===== src/rtl/alarm_pkg.sv =====
// Shared state encodings and default timing constants for the alarm counter
// and the alarm ringer.
package alarm_pkg;

  typedef logic [1:0] ring_state_t;

  localparam ring_state_t S_IDLE   = 2'd0;
  localparam ring_state_t S_ON     = 2'd1;
  localparam ring_state_t S_OFF    = 2'd2;
  localparam ring_state_t S_SNOOZE = 2'd3;

  localparam int DEF_ON_CYCLES     = 4;
  localparam int DEF_OFF_CYCLES    = 4;
  localparam int DEF_MAX_BURSTS    = 8;
  localparam int DEF_SNOOZE_CYCLES = 16;
  localparam int DEF_MAX_SNOOZES   = 3;
  localparam int DEF_CNT_W         = 8;

endpackage


===== src/rtl/alarm_ringer_if.sv =====
// User-control and status bundle between the alarm ringer and its surroundings.
// BC_W must equal $clog2(MAX_BURSTS+1) of the attached ringer.
interface alarm_ringer_if #(
  parameter int BC_W = 4
);
  logic            trigger;
  logic            stop;
  logic            snooze;
  logic            buzzer;
  logic            ringing;
  logic [BC_W-1:0] burst_count;
  logic            timed_out;

  modport master (
    output trigger, stop, snooze,
    input  buzzer, ringing, burst_count, timed_out
  );

  modport slave (
    input  trigger, stop, snooze,
    output buzzer, ringing, burst_count, timed_out
  );
endinterface


===== src/rtl/alarm_ringer_timer.sv =====
// Loadable down-counter that parks at zero; times the ON, OFF and SNOOZE phases.
module alarm_ringer_timer #(
  parameter int CNT_W = 8
) (
  input  logic             clock,
  input  logic             reset,
  input  logic             load,
  input  logic [CNT_W-1:0] load_val,
  output logic             zero
);

  logic [CNT_W-1:0] count;

  // A load always wins so a phase reload on the expiry cycle never underflows.
  always_ff @(posedge clock or posedge reset) begin
    if (reset) begin
      count <= '0;
    end else if (load) begin
      count <= load_val;
    end else if (!zero) begin
      count <= count - 1'b1;
    end
  end

  assign zero = (count == '0);

endmodule


===== src/rtl/alarm_ringer.sv =====
// Turns the alarm counter's trigger level into a pulsed buzzer with stop/snooze.
// Optional: define ALARM_RINGER_SNOOZE_LIMIT_EN to cap snoozes per episode at MAX_SNOOZES.
module alarm_ringer
  import alarm_pkg::*;
#(
  parameter int ON_CYCLES     = DEF_ON_CYCLES,
  parameter int OFF_CYCLES    = DEF_OFF_CYCLES,
  parameter int MAX_BURSTS    = DEF_MAX_BURSTS,
  parameter int SNOOZE_CYCLES = DEF_SNOOZE_CYCLES,
  parameter int MAX_SNOOZES   = DEF_MAX_SNOOZES,
  parameter int CNT_W         = DEF_CNT_W
) (
  input  logic           clock,
  input  logic           reset,
  alarm_ringer_if.slave  bus
);

  localparam int BC_W = $clog2(MAX_BURSTS + 1);
  localparam logic [CNT_W-1:0] ON_LOAD     = CNT_W'(ON_CYCLES - 1);
  localparam logic [CNT_W-1:0] OFF_LOAD    = CNT_W'(OFF_CYCLES - 1);
  localparam logic [CNT_W-1:0] SNOOZE_LOAD = CNT_W'(SNOOZE_CYCLES - 1);

  if (ON_CYCLES < 1 || OFF_CYCLES < 1 || MAX_BURSTS < 1 || SNOOZE_CYCLES < 1 ||
      MAX_SNOOZES < 0 || (ON_CYCLES - 1) >= (1 << CNT_W) ||
      (OFF_CYCLES - 1) >= (1 << CNT_W) || (SNOOZE_CYCLES - 1) >= (1 << CNT_W)) begin : g_bad_params
    $error("alarm_ringer: illegal parameter combination");
  end

  ring_state_t      state;
  ring_state_t      state_nxt;
  logic             trigger_d;
  logic             rise;
  logic             snooze_ok;
  logic             timer_load;
  logic [CNT_W-1:0] timer_val;
  logic             timer_zero;
  logic [BC_W-1:0]  burst_cnt;
  logic [BC_W-1:0]  burst_nxt;
  logic             last_burst;
  logic             timeout_nxt;
  logic             episode_start;
  logic             buzzer_q;
  logic             ringing_q;
  logic             timed_out_q;

  assign rise          = bus.trigger & ~trigger_d;
  assign last_burst    = (burst_cnt == BC_W'(MAX_BURSTS - 1));
  assign episode_start = (state == S_IDLE) && (state_nxt == S_ON);

  alarm_ringer_timer #(
    .CNT_W (CNT_W)
  ) u_timer (
    .clock    (clock),
    .reset    (reset),
    .load     (timer_load),
    .load_val (timer_val),
    .zero     (timer_zero)
  );

`ifdef ALARM_RINGER_SNOOZE_LIMIT_EN
  localparam int SC_W = $clog2(MAX_SNOOZES + 1);

  logic [SC_W-1:0] snooze_cnt;

  always_ff @(posedge clock or posedge reset) begin
    if (reset) begin
      snooze_cnt <= '0;
    end else if (episode_start) begin
      snooze_cnt <= '0;
    end else if (state != S_SNOOZE && state_nxt == S_SNOOZE) begin
      snooze_cnt <= snooze_cnt + 1'b1;
    end
  end

  assign snooze_ok = (snooze_cnt < SC_W'(MAX_SNOOZES));
`else
  assign snooze_ok = 1'b1;
`endif

  // Per-cycle priority: stop, then snooze, then phase expiry / trigger rise.
  always_comb begin
    state_nxt   = state;
    burst_nxt   = burst_cnt;
    timer_load  = 1'b0;
    timer_val   = '0;
    timeout_nxt = 1'b0;
    case (state)
      S_IDLE: begin
        if (rise && !bus.stop) begin
          state_nxt  = S_ON;
          timer_load = 1'b1;
          timer_val  = ON_LOAD;
          burst_nxt  = '0;
        end
      end
      S_ON, S_OFF: begin
        if (bus.stop) begin
          state_nxt = S_IDLE;
        end else if (bus.snooze && snooze_ok) begin
          state_nxt  = S_SNOOZE;
          timer_load = 1'b1;
          timer_val  = SNOOZE_LOAD;
        end else if (timer_zero) begin
          if (state == S_ON) begin
            state_nxt  = S_OFF;
            timer_load = 1'b1;
            timer_val  = OFF_LOAD;
          end else begin
            burst_nxt = burst_cnt + 1'b1;
            if (last_burst) begin
              state_nxt   = S_IDLE;
              timeout_nxt = 1'b1;
            end else begin
              state_nxt  = S_ON;
              timer_load = 1'b1;
              timer_val  = ON_LOAD;
            end
          end
        end
      end
      S_SNOOZE: begin
        if (bus.stop) begin
          state_nxt = S_IDLE;
        end else if (timer_zero) begin
          state_nxt  = S_ON;
          timer_load = 1'b1;
          timer_val  = ON_LOAD;
          burst_nxt  = '0;
        end
      end
      default: state_nxt = S_IDLE;
    endcase
  end

  // Outputs are registered from the next state so they line up with the state register.
  always_ff @(posedge clock or posedge reset) begin
    if (reset) begin
      state       <= S_IDLE;
      trigger_d   <= 1'b0;
      burst_cnt   <= '0;
      buzzer_q    <= 1'b0;
      ringing_q   <= 1'b0;
      timed_out_q <= 1'b0;
    end else begin
      state       <= state_nxt;
      trigger_d   <= bus.trigger;
      burst_cnt   <= burst_nxt;
      buzzer_q    <= (state_nxt == S_ON);
      ringing_q   <= (state_nxt != S_IDLE);
      timed_out_q <= timeout_nxt;
    end
  end

  assign bus.buzzer      = buzzer_q;
  assign bus.ringing     = ringing_q;
  assign bus.burst_count = burst_cnt;
  assign bus.timed_out   = timed_out_q;

endmodule


===== src/flat_wrapper.sv =====
// flat-port wrapper written by rule: the top's interface ports become plain ports
module alarm_ringer_flat import alarm_pkg::*;
#(
  parameter int ON_CYCLES     = DEF_ON_CYCLES,
  parameter int OFF_CYCLES    = DEF_OFF_CYCLES,
  parameter int MAX_BURSTS    = DEF_MAX_BURSTS,
  parameter int SNOOZE_CYCLES = DEF_SNOOZE_CYCLES,
  parameter int MAX_SNOOZES   = DEF_MAX_SNOOZES,
  parameter int CNT_W         = DEF_CNT_W
)
  (clock, reset, bus_trigger, bus_stop, bus_snooze, bus_buzzer, bus_ringing, bus_burst_count, bus_timed_out);
  alarm_ringer_if #(.BC_W(4)) bus_i ();
  input  logic clock;
  input  logic reset;
  input wire logic [$bits(bus_i.trigger)-1:0] bus_trigger;
  input wire logic [$bits(bus_i.stop)-1:0] bus_stop;
  input wire logic [$bits(bus_i.snooze)-1:0] bus_snooze;
  output wire logic [$bits(bus_i.buzzer)-1:0] bus_buzzer;
  output wire logic [$bits(bus_i.ringing)-1:0] bus_ringing;
  output wire logic [$bits(bus_i.burst_count)-1:0] bus_burst_count;
  output wire logic [$bits(bus_i.timed_out)-1:0] bus_timed_out;
  assign bus_i.trigger = bus_trigger;
  assign bus_i.stop = bus_stop;
  assign bus_i.snooze = bus_snooze;
  assign bus_buzzer = bus_i.buzzer;
  assign bus_ringing = bus_i.ringing;
  assign bus_burst_count = bus_i.burst_count;
  assign bus_timed_out = bus_i.timed_out;
  alarm_ringer #(.ON_CYCLES(ON_CYCLES), .OFF_CYCLES(OFF_CYCLES), .MAX_BURSTS(MAX_BURSTS), .SNOOZE_CYCLES(SNOOZE_CYCLES), .MAX_SNOOZES(MAX_SNOOZES), .CNT_W(CNT_W)) u_core (.clock(clock), .reset(reset), .bus(bus_i));
endmodule

===== config.mk =====
export PLATFORM = sky130hd
export DESIGN_NAME = alarm_ringer_flat
export DESIGN_NICKNAME = d
export VERILOG_FILES = /design/src/rtl/alarm_pkg.sv /design/src/rtl/alarm_ringer_if.sv /design/src/rtl/alarm_ringer_timer.sv /design/src/rtl/alarm_ringer.sv /design/src/flat_wrapper.sv
export SDC_FILE = /design/constraint.sdc
export NUM_CORES = 1
export LEC_CHECK = 0
export CAP_MARGIN = 10
export CORE_AREA = 2 2 50 52
export CTS_CLUSTER_DIAMETER = 100
export DETAILED_ROUTE_END_ITERATION = 8
export DIE_AREA = 0 0 52 54
export HOLD_SLACK_MARGIN = 0.15
export PLACE_DENSITY = 0.75
export SYNTH_ARGS = -nofsm -noshare
export SYNTH_HDL_FRONTEND = slang
export SYNTH_HIERARCHICAL = 1
export SYNTH_SLANG_ARGS = --single-unit

===== constraint.sdc =====
create_clock -name clock -period 3.5 [get_ports clock]
set_clock_uncertainty 0.05 [all_clocks]
set_input_delay 0.7 -clock clock [delete_from_list [all_inputs] [get_ports clock]]
set_output_delay 0.7 -clock clock [all_outputs]
set_load 0.1 [all_outputs]

## After elaboration in Yosys (flattened, before gate mapping)

Cells that the tools add are included.

- Flip-flop bits (word level): 18
- Input bits: 5
- Output and inout port bits: 7
- Logic and storage cells: 74

- Add/sub/neg operators: 2
- Equal/unequal tests: 13
- Multiplexer cells: 43
- Bitwise gates (word level): 2
- Reduce and logical (&&, ||, !) cells: 7

Operator list:

| operator | count |
|---|---|
| 2-to-1 mux 8 bit | 7 |
| 2-to-1 mux 4 bit | 7 |
| one-hot mux 8 bit (3 select lines) | 1 |
| 2-to-1 mux 2 bit | 10 |
| 2-to-1 mux 1 bit | 15 |
| one-hot mux 4 bit (3 select lines) | 1 |
| inequality test 2 bit, second input constant | 5 |
| logical NOT 8 bit | 1 |
| subtractor 8 x 1 -> 8 bit, second input constant | 1 |
| AND reduction 7 bit | 1 |
| inequality test 2 x 1 -> 1 bit, second input constant | 3 |
| one-hot mux 2 bit (3 select lines) | 1 |
| adder 4 x 1 -> 4 bit, second input constant | 1 |
| equality test 2 x 1 -> 1 bit, second input constant | 2 |
| equality test 2 bit, second input constant | 2 |
| equality test 4 x 3 -> 1 bit, second input constant | 1 |
| one-hot mux 1 bit (3 select lines) | 1 |
| logical NOT 2 bit | 1 |
| nonzero test 2 bit | 1 |
| OR reduction 2 bit | 1 |
| bitwise AND 1 bit | 1 |
| logical AND 1 bit | 1 |
| logical NOT 1 bit | 1 |
| NOT 1 bit | 1 |

## Longest topological paths before layout

- Depth in word-level cells: 8
- Depth in mapped cells: 11

## Modules after synthesis

Netlist, hierarchy kept.

Modules (own cells, without submodules):

| module | times used | cells each | area an instance (µm²) |
|---|---|---|---|
| alarm_ringer | 1 | 73 | 684.4 |
| alarm_ringer_timer | 1 | 55 | 514.2 |

## Least setup slack after synthesis

OpenSTA, ideal clock, no wires.

- Path type: reg-to-reg
- Start point: register u_core.burst_cnt[0] (netlist: u_core/bus.burst_count[0])
- End point: register u_core.u_timer.count[6]
- Data arrival time: 2509 ps
- Data required time: 3326 ps
- Slack: 817 ps
- Cell stages (with the launch flop): 8
- Buffers on the path: 1
- Cell sequence: dfrtp_1 > ha_1 > nand2_1 > or3_1 > a21oi_1 > o21ai_0 > clkbuf_1 > o31a_1

- Cells in the longest elaborated chain, start to end: 8
- Elaborated cells between the ends (all ways): 9
- Classes of those cells: eq/ne (2); mux (7)

RTL lines:

| what | line | source |
|---|---|---|
| start, declared | alarm_ringer.sv:37 | `logic [BC_W-1:0] burst_cnt;` |
| start signal, assigned | alarm_ringer.sv:147 | `burst_cnt <= burst_nxt;` |
| equality test 4 x 3 -> 1 bit * | alarm_ringer.sv:47 | `assign last_burst = (burst_cnt == BC_W'(MAX_BURSTS - 1));` |
| 2-to-1 mux 1 bit * | alarm_ringer.sv:110 | `if (last_burst) begin` |
| 2-to-1 mux 1 bit * | alarm_ringer.sv:104 | `if (state == S_ON) begin` |
| 2-to-1 mux 1 bit * | alarm_ringer.sv:103 | `end else if (timer_zero) begin` |
| 2-to-1 mux 1 bit * | alarm_ringer.sv:99 | `end else if (bus.snooze && snooze_ok) begin` |
| 2-to-1 mux 1 bit * | alarm_ringer.sv:97 | `if (bus.stop) begin` |
| one-hot mux 1 bit (3 select lines) * | alarm_ringer.sv:87 | `case (state)` |
| via u_core.timer_load | alarm_ringer.sv:34 | `logic timer_load;` |
| inequality test 2 x 1 -> 1 bit (no line) / 2-to-1 mux 8 bit (equally long branches) | -- |  |
| end signal, assigned | alarm_ringer_timer.sv:19 | `count <= load_val;` |
| end signal, assigned | alarm_ringer_timer.sv:21 | `count <= count - 1'b1;` |
| end, declared | alarm_ringer_timer.sv:12 | `logic [CNT_W-1:0] count;` |

The timed path passes the listed nets; every way through them passes the cells marked *.
A chain may end at the register's enable or synchronous reset.

## Worst setup path in the final report

- Start point: register u_core.u_timer.count[0]
- End point: register u_core.u_timer.count[0]

- Cells in the longest elaborated chain, start to end: 6
- Elaborated cells between the ends (all ways): 17
- Classes of those cells: add/sub (1); eq/ne (1); mux (14); reduce/logical (1)

RTL lines:

| what | line | source |
|---|---|---|
| logical NOT 8 bit * | alarm_ringer_timer.sv:25 | `assign zero = (count == '0);` |
| via u_core.timer_zero | alarm_ringer.sv:36 | `logic timer_zero;` |
| 2-to-1 mux 1 bit | alarm_ringer.sv:103 |  |
| 2-to-1 mux 1 bit | alarm_ringer.sv:99 |  |
| 2-to-1 mux 1 bit | alarm_ringer.sv:97 |  |
| one-hot mux 1 bit (3 select lines) * | alarm_ringer.sv:87 |  |
| via u_core.timer_load | alarm_ringer.sv:34 |  |
| inequality test 2 x 1 -> 1 bit (no line) / 2-to-1 mux 8 bit (equally long branches) | -- |  |

The timed path passes the listed nets; every way through them passes the cells marked *. The select of a mux whose other input is x is not followed.

==> flow_summary.json <==
{
  "outcome": "finished clean",
  "drt-wirelength-per-cell_um": 13.76,
  "yosys_warnings": 6,
  "drt_iter0_drc": 30,
  "cts_max_level": 1,
  "synth_fa_ha_area_share_pct": 7.307,
  "crit_path_end": "u_core/u_timer/count[0]",
  "post-place-ws_ps": 840.1,
  "synthSimpleGateAreaFrac_pct": 25.26,
  "die_height_um": 54,
  "syn_to_final_growth_pct": 13.05,
  "clock_latency_ps": 280,
  "tns_ps": 0,
  "relSlewSlack_pct": 35.20,
  "synth_edf_count": 0,
  "gp_congestion": 0.8986,
  "syn_avg_cell_area_um2": 9.364,
  "post-route-min-period_ps": 2654,
  "internal-power_w": 0.0005736,
  "hold_depth": 1,
  "cap_violations": 0,
  "path_max_fanout": 14,
  "crit_type": "reg2reg",
  "wirelength_mm": 2.366,
  "timing.fmax_mhz": 376.8,
  "die_width_um": 52,
  "grt_pass1_wl_mm": 3.822,
  "sw_frac_of_total_pct": 48.04,
  "synth_top_area_share_pct": 37.58,
  "ant_nets": 0,
  "clkTransAtPathRegs_ps": 100,
  "switchingPower_w": 0.0005304,
  "row_count": 18,
  "vias": 999,
  "synth.top_cells.by_count": "dfrtp_1, inv_1, nand2_1",
  "hold_viol": 0,
  "pwr-share-comb_pct": 57.7,
  "cp_top_family": "simple AND/OR/NAND/NOR gates",
  "finalSetupViolCount": 0,
  "synth.distinct_cells": 47,
  "cts_tree": "built",
  "path_cells": "inv_1 -> ha_1 -> nor4b_2 -> and2_1 -> nand2_1 -> o21ai_0 -> buf_4 -> clkinv_1 -> o221a_2",
  "p_per_area_nw_per_um2": 814.7,
  "ys_top_cells_by_area": "dfrtp_1, ha_1, a21oi_1",
  "p_clk_share_pct": 9.1,
  "p_leak_nw": 0.6013,
  "synth_top_family_by_area": "simple AND/OR/NAND/NOR gates",
  "r2r_slack_ps": 850,
  "yosysMostFrequentCell": "dfrtp_1",
  "peakVddDrop_uv": 498.4,
  "worst-slew-pin-transition_ps": 968.9,
  "cts_setup_buffers": 0,
  "async_flop_share_pct": 100.0,
  "synth_compound_area_share_pct": 21.19,
  "cts_buffers": 3,
  "worstPathArrival_ps": 2780,
  "start_util_pct": 51.67,
  "grt_max_degree": 15,
  "cts_sinks": 18,
  "drive_gt1_share_pct": 14.08,
  "min_period_over_period_pct": 75.82,
  "cpPeakStageDelay_ps": 450,
  "gr-usage-all-layers_pct": 18.35,
  "setup_ws_ps": 846.2,
  "synth_flop_cell": "dfrtp_1",
  "clock_path_buffers": 2,
  "crit_required_ps": 3630,
  "portBuffers": 11,
  "hp-class": "reg2reg",
  "end_kind": "flip-flop",
  "reg2reg_to": "u_core/u_timer/count[0]",
  "netlist_area_um2": 1199,
  "crit_path_start_kind": "flip-flop",
  "antenna_cells": 0,
  "slew_viol_final": 0,
  "via_per_inst": 5.808,
  "cp_num_buf_inv": 3,
  "core_area_um2": 2320,
  "timing.rr.start": "u_core/u_timer/count[0]",
  "syn-instance-count": 128,
  "ios": 12,
  "drcViolationCount": 0,
  "final_nets": 156,
  "seqPwrFrac_pct": 33.3,
  "synth_xor_area_share_pct": 1.461,
  "dieArea_um2": 2808,
  "dp_hpwl_mm": 1.838,
  "critical_path_depth": 9,
  "ff2ff_path_depth": 9,
  "synth-seq-area-share_pct": 37.58,
  "dr.pass1.iters": 4,
  "synth_top_cell_by_area": "dfrtp_1",
  "rsz0062_at_grt": "false",
  "synth_mux_area_share_pct": 1.253,
  "cts_hold_buf": 0,
  "antenna_found_initial": 0,
  "startpoint": "u_core/u_timer/count[0]",
  "root_buffer": "clkbuf_4",
  "grt_pass1_vias": 959,
  "synth-seq-cells": 18,
  "grt-ovfl-total": 0,
  "cts-resized-gates": 0,
  "cpMaxStageDelayCell": "and2_1"
}
-- cell type report --
class                   count  area [um2]
clock buffers               3       22.52
fillers                   199       964.7
inverters                  12       45.04
multi-input cells          97       691.9
flip-flops and latches     18       450.4
well taps                  30       37.54
repair buffers             12       107.6
-- power by group through the flow --
| stage | clock [W] | combinational, W | sequential (W) |
|---|---|---|---|
| after detailed placement | 0 | 0.000630 | 0.000371 |
| after global routing | 0.000112 | 0.000697 | 0.000378 |
| after floorplan | 0 | 0.000402 | 0.000466 |
| final | 0.000100 | 0.000636 | 0.000367 |
| after global placement | 0 | 0.000615 | 0.000368 |
| after CTS | 0.000107 | 0.000632 | 0.000367 |
-- worst min-delay path by stage --
stage,start,end,slack [ps]
floorplan,reset,u_core/u_timer/count[0],470
global placement,u_core/bus.burst_count[1],u_core/bus.burst_count[1],510
detailed placement,u_core/bus.burst_count[1],u_core/bus.burst_count[1],510
CTS,u_core/bus.burst_count[1],u_core/bus.burst_count[1],530
global route,u_core/u_timer/count[1],u_core/u_timer/count[1],560
finish,u_core/bus.burst_count[1],u_core/bus.burst_count[1],530
-- cell families (layout without fill, tap and decap cells) --
logic type | count (synthesis) | count (layout)
buffers and inverters | 16 | 27
and+or+nand+nor | 50 | 50
muxes | 1 | 1
other | 1 | 4
AOI/OAI and AO/OA | 33 | 33
DFF | 18 | 18
adders and majority gates | 7 | 7
xor gates and xnor gates | 2 | 2
-- metrics by stage --
stage	area, um2	instances	hold WS (ps)	total power [W]	util (%)
2_1_floorplan	1210	131	465.7	0.0008684	-
3_3_place_gp	1333	169	506.6	0.0009832	57.44
3_5_place_dp	1333	169	508.7	0.001001	57.44
4_1_cts	1355	172	531.7	0.001106	58.41
5_1_grt	1355	172	559.0	0.001187	58.41
6_report	1355	172	528.5	0.001104	58.41
-- flip-flops by register name, summed over array words and instances, names as in the netlist --
register and count:
u_core/u_timer/count 8, u_core/state 2, u_core/bus.burst_count 4, u_core/trigger_d 1, u_core/bus.timed_out 1, u_core/bus.ringing 1
u_core/bus.buzzer 1
-- routing by layer --
metal  routed length (um)  share of wire, %  track usage [%]  up-vias
li1                     -                 -                -      486
met1                  991                42            19.52      483
met2                 1246                53            33.97       24
met3                   91               3.8            3.333        6
met4                   36               1.5            10.53        0
met5                    0                 0                0        -
-- placed cells by master (no fill, tap or decap), types with 2 or more instances in the layout --
cell type	instances
a211o_1	2
a21o_1	2
a21oi_1	9
buf_4	5
clkbuf_4	3
clkdlybuf4s50_1	7
conb_1	4
dfrtp_1	18
ha_1	7
inv_1	11
nand2_1	10
nand2b_1	5
nand3_1	3
nand3b_1	2
nand4_1	3
nor2_1	8
nor3_2	2
nor3b_1	3
nor4_1	2
o21ai_0	3
o221a_2	2
o22a_1	2
o31ai_1	2
or3_1	2
xnor2_1	2
Note: power is estimated with default switching activity, not from simulation.
